===== src/rtl/instr_fetch_unit.sv =====
// Byte-serial instruction fetch: reads three bytes {opcode, operand1, operand2}
// from an 8-bit RAM and holds them for decode. Optional HALT state: FETCH_HALT_EN.
module instr_fetch_unit #(
  parameter logic [7:0] RESET_PC = 8'h00
) (
  input  logic        clk,
  input  logic        rst,
  output logic [7:0]  mem_addr,
  output logic        mem_rd,
  input  logic [7:0]  mem_rdata,
  input  logic        mem_ready,
  input  logic        pc_load,
  input  logic [7:0]  pc_load_addr,
  input  logic        ir_ready,
  output logic        ir_valid,
  output logic [23:0] command_word,
  output logic [7:0]  opcode,
  output logic [7:0]  operand1,
  output logic [7:0]  operand2,
  output logic [7:0]  instr_pc,
  output logic        halted
);

`ifdef FETCH_HALT_EN
  typedef enum logic [2:0] {IDLE, B0, B1, B2, HOLD, HALT} state_t;
`else
  typedef enum logic [2:0] {IDLE, B0, B1, B2, HOLD} state_t;
`endif

  localparam logic [7:0] HALT_OPCODE = 8'hFF;

  state_t      state_q, state_d;
  logic [7:0]  pc_q, pc_d;
  logic [23:0] cmd_q, cmd_d;
  logic [7:0]  ipc_q, ipc_d;

  always_ff @(posedge clk) begin
    if (rst) begin
      state_q <= IDLE;
      pc_q    <= RESET_PC;
      cmd_q   <= 24'h000000;
      ipc_q   <= 8'h00;
    end else begin
      state_q <= state_d;
      pc_q    <= pc_d;
      cmd_q   <= cmd_d;
      ipc_q   <= ipc_d;
    end
  end

  always_comb begin
    state_d  = state_q;
    pc_d     = pc_q;
    cmd_d    = cmd_q;
    ipc_d    = ipc_q;
    mem_rd   = 1'b0;
    mem_addr = pc_q;

    case (state_q)
      IDLE: state_d = B0;
      B0: begin
        mem_rd = 1'b1;
        if (mem_ready) begin
          cmd_d[23:16] = mem_rdata;
          ipc_d        = pc_q;
          pc_d         = pc_q + 8'd1;
          state_d      = B1;
        end
      end
      B1: begin
        mem_rd = 1'b1;
        if (mem_ready) begin
          cmd_d[15:8] = mem_rdata;
          pc_d        = pc_q + 8'd1;
          state_d     = B2;
        end
      end
      B2: begin
        mem_rd = 1'b1;
        if (mem_ready) begin
          cmd_d[7:0] = mem_rdata;
          pc_d       = pc_q + 8'd1;
          state_d    = HOLD;
        end
      end
      HOLD: begin
        if (ir_ready) begin
`ifdef FETCH_HALT_EN
          state_d = (cmd_q[23:16] == HALT_OPCODE) ? HALT : B0;
`else
          state_d = B0;
`endif
        end
      end
`ifdef FETCH_HALT_EN
      HALT: state_d = HALT;
`endif
      default: state_d = IDLE;
    endcase

    // A redirect wins over everything except reset; any bytes gathered so far are dropped.
    if (pc_load) begin
      pc_d    = pc_load_addr;
      cmd_d   = cmd_q;
      ipc_d   = ipc_q;
      state_d = B0;
    end
  end

  assign ir_valid     = (state_q == HOLD);
  assign command_word = cmd_q;
  assign opcode       = cmd_q[23:16];
  assign operand1     = cmd_q[15:8];
  assign operand2     = cmd_q[7:0];
  assign instr_pc     = ipc_q;

`ifdef FETCH_HALT_EN
  assign halted = (state_q == HALT);
`else
  assign halted = 1'b0;
`endif

endmodule


===== config.mk =====
export PLATFORM = sky130hd
export DESIGN_NAME = instr_fetch_unit
export DESIGN_NICKNAME = d
export VERILOG_FILES = /design/src/rtl/instr_fetch_unit.sv
export SDC_FILE = /design/constraint.sdc
export NUM_CORES = 1
export LEC_CHECK = 0
export ABC_AREA = 0
export CAP_MARGIN = 20
export CORE_AREA = 2 2 70 72
export CTS_CLUSTER_SIZE = 24
export DETAILED_ROUTE_END_ITERATION = 10
export DIE_AREA = 0 0 72 74
export PLACE_DENSITY = 0.83
export REMOVE_ABC_BUFFERS = 1
export SYNTH_ARGS = -nofsm -noshare
export SYNTH_HDL_FRONTEND = slang
export SYNTH_SLANG_ARGS = --single-unit

===== constraint.sdc =====
create_clock -name clk -period 3.9 [get_ports clk]
set_clock_uncertainty 0.15 [all_clocks]
set_input_delay 0.585 -clock clk [delete_from_list [all_inputs] [get_ports clk]]
set_output_delay 0.585 -clock clk [all_outputs]
set_load 0.02 [all_outputs]

# After elaboration in Yosys (flattened, before gate mapping)
# Index checks and enable logic that the tools add are counted.
[word_totals]
regBits = 43
input_bits = 21
word_cells = 42
[classes]
n_addsub = 1
n_eq_ne = 12
muxes = 10
n_bitwise = 1
reduce_logical = 11
[op_table]
columns = ["op", "count"]
rows = [
  ["$mux W8", 3],
  ["$pmux W3 S5", 1],
  ["$mux W3", 4],
  ["$ne A3 B3 Y1 const B", 4],
  ["$reduce_and A3 Y1", 3],
  ["$add A8 B1 Y8 const B", 1],
  ["$ne A2 B2 Y1 const B", 4],
  ["$reduce_and A4 Y1", 2],
  ["$eq A3 B2 Y1 const B", 2],
  ["$reduce_bool A2 Y1", 2],
  ["$eq A3 B1 Y1 const B", 1],
  ["$eq A3 B3 Y1 const B", 1],
  ["$logic_not A3 Y1", 1],
  ["$reduce_or A3 Y1", 1],
  ["$mux W1", 2],
  ["$reduce_and A2 Y1", 1],
  ["$reduce_or A2 Y1", 1],
  ["$not A1 Y1", 1],
]

# Depth between registers and ports, before layout
# Gate-level depths: netlist of the first run.
[depth]
ltp_word = 4
ltp_mapped = 6

# Worst setup path after synthesis of the first run
# Ideal clock, no wire load.
[synth_timing]
kind = "input -> register"
startpoint = "in pc_load"
endpoint = "reg cmd_q[10], in the netlist command_word[10]"
arrival_ps = 1618
required_ps = 3622
path_slack_ps = 2005
stages = 6
path_buffers = 2
cell_sequence = "buf_2 -> nand3b_1 -> or3_1 -> buf_2 -> mux2i_1 -> nor2_1"
[synth_between]
elab_chain_len = 2
[synth_rtl]
columns = ["element", "line_no", "text"]
rows = [
  ["from (decl)", "12", "input logic pc_load,"],
  ["$not A1 Y1 (no source line)", "--", ""],
  ["$reduce_and A3 Y1 (no source line)", "--", ""],
  ["to (signal assigned)", "46", "cmd_q <= cmd_d;"],
  ["to (decl)", "34", "logic [23:0] cmd_q, cmd_d;"],
]
# No other way between the ends.
# A chain may end at the register's enable or synchronous reset.

# Final worst setup path of the first run
[layout_timing]
startpoint = "reg state_q[1]"
endpoint = "out mem_rd"
[layout_between]
elab_chain_len = 3
[layout_rtl]
columns = ["element", "line_no", "text"]
rows = [
  ["from (decl)", "32", "state_t state_q, state_d;"],
  ["from (signal assigned)", "44", "state_q <= state_d;"],
  ["$eq A3 B2 Y1 or $eq A3 B1 Y1 (tied branches)", "59", "case (state_q)"],
  ["$reduce_or A3 Y1 (no source line) *", "--", ""],
  ["$mux W1 *", "59", ""],
  ["to (decl)", "9", "output logic mem_rd,"],
]
# Every way passes the cells marked *; elsewhere a longest branch is shown, timed or not.

==> results of run 1 <==
-- per-stage QoR --
| step | std cells | setup WS (ps) | hold WS [ps] |
|---|---|---|---|
| after floorplan | 174 | 1870 | 314 |
| final | 325 | 1380 | 359 |
| after global placement | 317 | 1270 | 323 |
| after CTS | 325 | 1380 | 366 |
| after global routing | 325 | 1290 | 394 |
| after detailed placement | 317 | 1220 | 344 |
-- where the power goes --
group | switching [mW] | leakage [nW] | internal [mW]
sequential | 0.0155 | 0.349 | 0.451
combinational | 0.0623 | 0.665 | 0.0652
clock | 0.142 | 0.0515 | 0.162
total | 0.220 | 1.07 | 0.678
-- area by class of cell --
class,count,area (µm²)
well taps,54,67.6
inverters,7,26.3
repair buffers,89,883
clock buffers,8,100
multi-input cells,124,850
fillers,408,1810
flip-flops and latches,43,861
-- cell usage after synthesis, types with 2 or more instances --
library cell / count
nand4_1: 3
nor3_1: 3
nand3_1: 3
and4_1: 2
clkbuf_1: 6
o21a_1: 5
and3_1: 3
mux2i_1: 32
buf_2: 3
buf_6: 2
nor2b_1: 2
inv_1: 6
dfxtp_1: 43
xnor2_1: 4
a21oi_1: 8
o31ai_1: 2
xor2_1: 3
buf_4: 25
nor2_1: 36
nand2_1: 5
-- per-layer routing --
layer / track usage [%] / vias to the layer above / wire length, µm
met4: 5.03 / 0 / 27
met1: 19.9 / 748 / 1930
met5: 0 / - / 0
met2: 30.2 / 42 / 2230
met3: 4.88 / 2 / 188
li1: - / 794 / -
-- cell families after synthesis --
family	count (synthesis)	synth area share (%)
AO/OA/AOI/OAI	19	6.36
buffers and inverters	44	14.0
AND/OR/NAND/NOR	64	16.4
multiplexers	32	16.1
flip-flops	43	43.3
XOR/XNOR	7	3.08
adder cells (fa/ha/maj)	1	0.629
other	1	0.189
-- worst min path at each step --
stage / startpoint / to / slack, ps / depth (start not counted)
finish: instr_pc[0] / instr_pc[0] / 360 / 2
floorplan: state_q[2] / state_q[1] / 310 / 1
global route: instr_pc[3] / instr_pc[3] / 390 / 2
CTS: instr_pc[5] / instr_pc[5] / 370 / 2
global placement: instr_pc[3] / instr_pc[3] / 320 / 2
detailed placement: instr_pc[3] / instr_pc[3] / 340 / 2
-- sequential cells by signal, summed over array words and instances, names as in the netlist --
| register | cells |
|---|---|
| command_word | 24 |
| instr_pc | 8 |
| mem_addr | 8 |
| state_q | 3 |
-- worst max-delay path: cells and delay by family (launching register included) --
| family | cells | cell delay [ps] |
|---|---|---|
| buffers and inverters | 1 | 650 |
| DFF | 1 | 530 |
| AOI/OAI and AO/OA | 1 | 310 |
==> run metrics, run 1 <==
outcome=finished, final reports clean; gpl congestion=0.750; total number of vias=1586; Final Cell Area=2790 µm²; Pins Over Slew Limit=0; asr flop ratio synth=0%; largest cells by area after synthesis=dfxtp_1, mux2i_1, buf_4; highest-count cells in the layout ignoring fill and taps=clkdlybuf4s50_1, dfxtp_1, nor2_1; CP max-delay cell=clkdlybuf4s50_1; CP required=3160 ps; Setup CP Type=flip-flop to output pin; reg-to-reg slack, setup=2020 ps; PostCTS Resize Cnt=0; sequential area share after synthesis=43.3%; Setup crit end=mem_rd; WP data arrival=1790 ps; worst r2r dst=command_word[13]; gate count after technology mapping=211; Startpoint Class=flip-flop; post-route ant nets=0; final setup violation count=0; post-synthesis sequential element count=43; Final period util=64.7%; Setup TNS Final=0 ps; fin crit period=2520 ps; vias in the first global route=1483; Worst-Skew Late Latency=290 ps; Area Overhead vs Synth=40.2%; Initial DRC Count=75; Core Region=4600 µm²; worst min path class=flip-flop to flip-flop; commonest register cell after synthesis=dfxtp_1; CTS tree=yes; DRT Pass-1 Iters=4; leakage=1.07 nW; power density cells=322 nW/µm²; Num CTS Buffers=5; Synth top area share=43.3%; DP Area=2690 µm²; HPWL Detailed=3190 µm; H-tree Lvls=2; # hold bufs at CTS=0; CTS root buffer=clkbuf_8; number of antenna diodes=0; Die X=72 µm; utilization after layout=60.6%; Overall Global Routing Usage=16.9%; DIE AREA=5330 µm²; dominant cell type by area after synthesis=dfxtp_1; library cells used by synthesis=35; Warnings, synthesis=0; Vias/cell=4.88; Synth Cell Area=1990 µm²; largest net degree at the start of global routing=45; Slowest Stage Delay on Critical Path=650 ps; CTS clk-pin slew, worst paths=80 ps; commonest non-fill, non-tap cell in the layout=clkdlybuf4s50_1; total power=898 µW; port bufs=86; CTS max path bufs=2; first-pass GRT wire length=6980 µm; clk sink count=43; initial antenna violation count=0; layout cell share with drive strength beyond 1=5.17%; Post-synth EDFFs=0; CP startpoint=state_q[1]; max-cap violations=0; syn_area_per_cell=9.42 µm²; FP Rows=25; chip height=74 µm; global route overflow=0; FF-to-FF path depth=4; worst r2r src=state_q[1]; I/O pins=88; CP max FO=8; DR WL/cell=13.5 µm; post-CTS setup buffer count=0; Worst IR Drop VDD=0.172 mV; Max Clock Freq=0.396 GHz; DRT Wirelength=4380 µm; drt drc=0; RSZ-0062 raised after global routing=no; endpoints failing hold=0; critical path, cell by cell=o21ba_1 -> clkdlybuf4s50_1; initial core utilization=43.2%; Nets=292; Worst Setup End Kind=output pin
(Power assumes the default switching activity.)
==> run 2, diff against run 1 <==
--- a/config.mk
+++ b/config.mk
@@ -7,11 +7,11 @@
 export LEC_CHECK = 0
 export ABC_AREA = 0
 export CAP_MARGIN = 20
-export CORE_AREA = 2 2 70 72
+export CORE_AREA = 2 2 72 74
 export CTS_CLUSTER_SIZE = 24
 export DETAILED_ROUTE_END_ITERATION = 10
-export DIE_AREA = 0 0 72 74
-export PLACE_DENSITY = 0.83
+export DIE_AREA = 0 0 74 76
+export PLACE_DENSITY = 0.79
 export REMOVE_ABC_BUFFERS = 1
 export SYNTH_ARGS = -nofsm -noshare
 export SYNTH_HDL_FRONTEND = slang
==> constraint.sdc (replaced) <==
create_clock -name clk -period 2.5 [get_ports clk]
set_clock_uncertainty 0.15 [all_clocks]
set_input_delay 0.375 -clock clk [delete_from_list [all_inputs] [get_ports clk]]
set_output_delay 0.375 -clock clk [all_outputs]
set_load 0.02 [all_outputs]
==> run metrics, run 2 (same netlist as run 1, synthesis figures left out) <==
initial antenna violation count=0 (unchanged); leakage=1.07 nW (+0.51%); Num CTS Buffers=5 (unchanged); DP Area=2740 µm² (+1.8%); hold slack=340 ps (-19.9 ps); Setup WS pre-CTS=258 ps (-964 ps); Max Clock Freq=0.435 GHz; Startpoint Class=flip-flop; highest-count cells in the layout ignoring fill and taps=clkdlybuf4s50_1, dfxtp_1, nor2_1; worst r2r dst=command_word[13]; WP data arrival=1780 ps (about the same); Initial DRC Count=57 (-24%); Nets=294 (+0.68%); CTS root buffer=clkbuf_8; chip height=76 µm (+2.7%); reg-to-reg slack, setup=680 ps (-1340 ps); port bufs=86 (unchanged); Core Region=4910 µm² (+6.8%); H-tree Lvls=2 (unchanged); worst min path class=flip-flop to flip-flop; DRT Pass-1 Iters=4 (unchanged); clk sink count=43 (unchanged); CP required=1980 ps (-1180 ps); largest net degree at the start of global routing=45 (unchanged); endpoints failing hold=0 (unchanged); first-pass GRT wire length=6960 µm (-0.19%); post-CTS setup buffer count=0 (unchanged); worst r2r src=state_q[1]; power density cells=477 nW/µm² (+48%); Worst-Skew Late Latency=280 ps (about the same); DR WL/cell=12.5 µm (-7.3%); CTS clk-pin slew, worst paths=70 ps (about the same); PostCTS Resize Cnt=0 (unchanged); HP Start=instr_pc[7]; max-cap violations=0 (unchanged); Setup TNS Final=0 ps (unchanged); I/O pins=88 (unchanged); drt drc=0 (unchanged); Area Overhead vs Synth=41.7%; final setup violation count=0 (unchanged); Worst IR Drop VDD=0.414 mV (+140%); gpl congestion=0.749 (-0.20%); number of antenna diodes=0 (unchanged); layout cell share with drive strength beyond 1=5.49% (+0.33 points); Setup CP Type=flip-flop to output pin; fin crit period=2300 ps; Pins Over Slew Limit=0 (unchanged); Slowest Stage Delay on Critical Path=660 ps (about the same); vias in the first global route=1445 (-2.6%); CTS max path bufs=2 (unchanged); critical path, cell by cell=o21ba_1 -> clkdlybuf4s50_1; initial core utilization=40.5% (-2.8 points); Final period util=92.0%; HPWL Detailed=3150 µm (-1.3%); CP max-delay cell=clkdlybuf4s50_1; Worst Setup End Kind=output pin; FF-to-FF path depth=4 (unchanged); DIE AREA=5620 µm² (+5.6%); CP max FO=8 (unchanged); RSZ-0062 raised after global routing=no; total number of vias=1567 (-1.2%); Largest register FFs=24 (unchanged); # hold bufs at CTS=0 (unchanged); Die X=74 µm (+2.8%); post-route ant nets=0 (unchanged); commonest non-fill, non-tap cell in the layout=clkdlybuf4s50_1; Overall Global Routing Usage=15.5% (-1.5 points); DRT Wirelength=4280 µm (-2.2%); outcome=finished, final reports clean; post-route worst setup slack=200 ps (-1180 ps); WHS Endpoint=instr_pc[7]; Hold Path Depth=2 (unchanged); FP Rows=26 (+4.0%); CTS tree=yes; Vias/cell=4.57 (-6.4%); Final Cell Area=2820 µm² (+1.0%); global route overflow=0 (unchanged)
==> run 2: changes by cell type in the layout (fill, tap and decap cells not counted) <==
cell and change:
clkbuf_8 -2, buf_4 +1, buf_12 +1, clkbuf_1 +1
clkinv_2 +1
==> run 2: metrics by stage <==
stage                     std cells  utilization [%]  total power, mW
after floorplan                 174                -            0.827
after global placement          335             55.7            0.945
after detailed placement        335             55.7            0.948
after CTS                       343             57.3             1.36
after global routing            343             57.3             1.40
final                           343             57.3             1.34
==> run 2: cell type report <==
cell class	count	area, µm²
Multi-Input combinational cell	124	850
Clock inverter	1	5.00
Timing Repair Buffer	91	911
Sequential cell	43	861
Fill cell	442	2100
Tap cell	70	87.6
Inverter	7	26.3
Clock buffer	7	76.3
==> run 2: where the power goes <==
part,total (mW),internal (mW),switching (mW)
Sequential,0.727,0.703,0.0235
Clock,0.413,0.196,0.216
Combinational,0.203,0.106,0.0979
==> run 2: layer usage <==
layer	global-route usage (%)	vias to the layer above	share of wire, %
met1	20.8	724	45
li1	-	803	-
met3	3.84	2	4.3
met5	0	-	0
met2	24.8	38	51
met4	3.82	0	0.54
==> run 2: worst max path at each step <==
stage,startpoint,end,slack [ps],cells past startpoint
floorplan,state_q[1],command_word[16],630,3
global placement,pc_load,command_word[12],280,5
detailed placement,pc_load,command_word[11],260,5
CTS,state_q[1],mem_rd,170,2
global route,state_q[1],mem_rd,90,2
finish,state_q[1],mem_rd,200,2
==> run 2: worst max-delay path, delay by kind of cell (launching register included) <==
family / cells / cell delay (ps)
DFF: 1 / 510
buffers and inverters: 1 / 660
AOI/OAI and AO/OA: 1 / 330
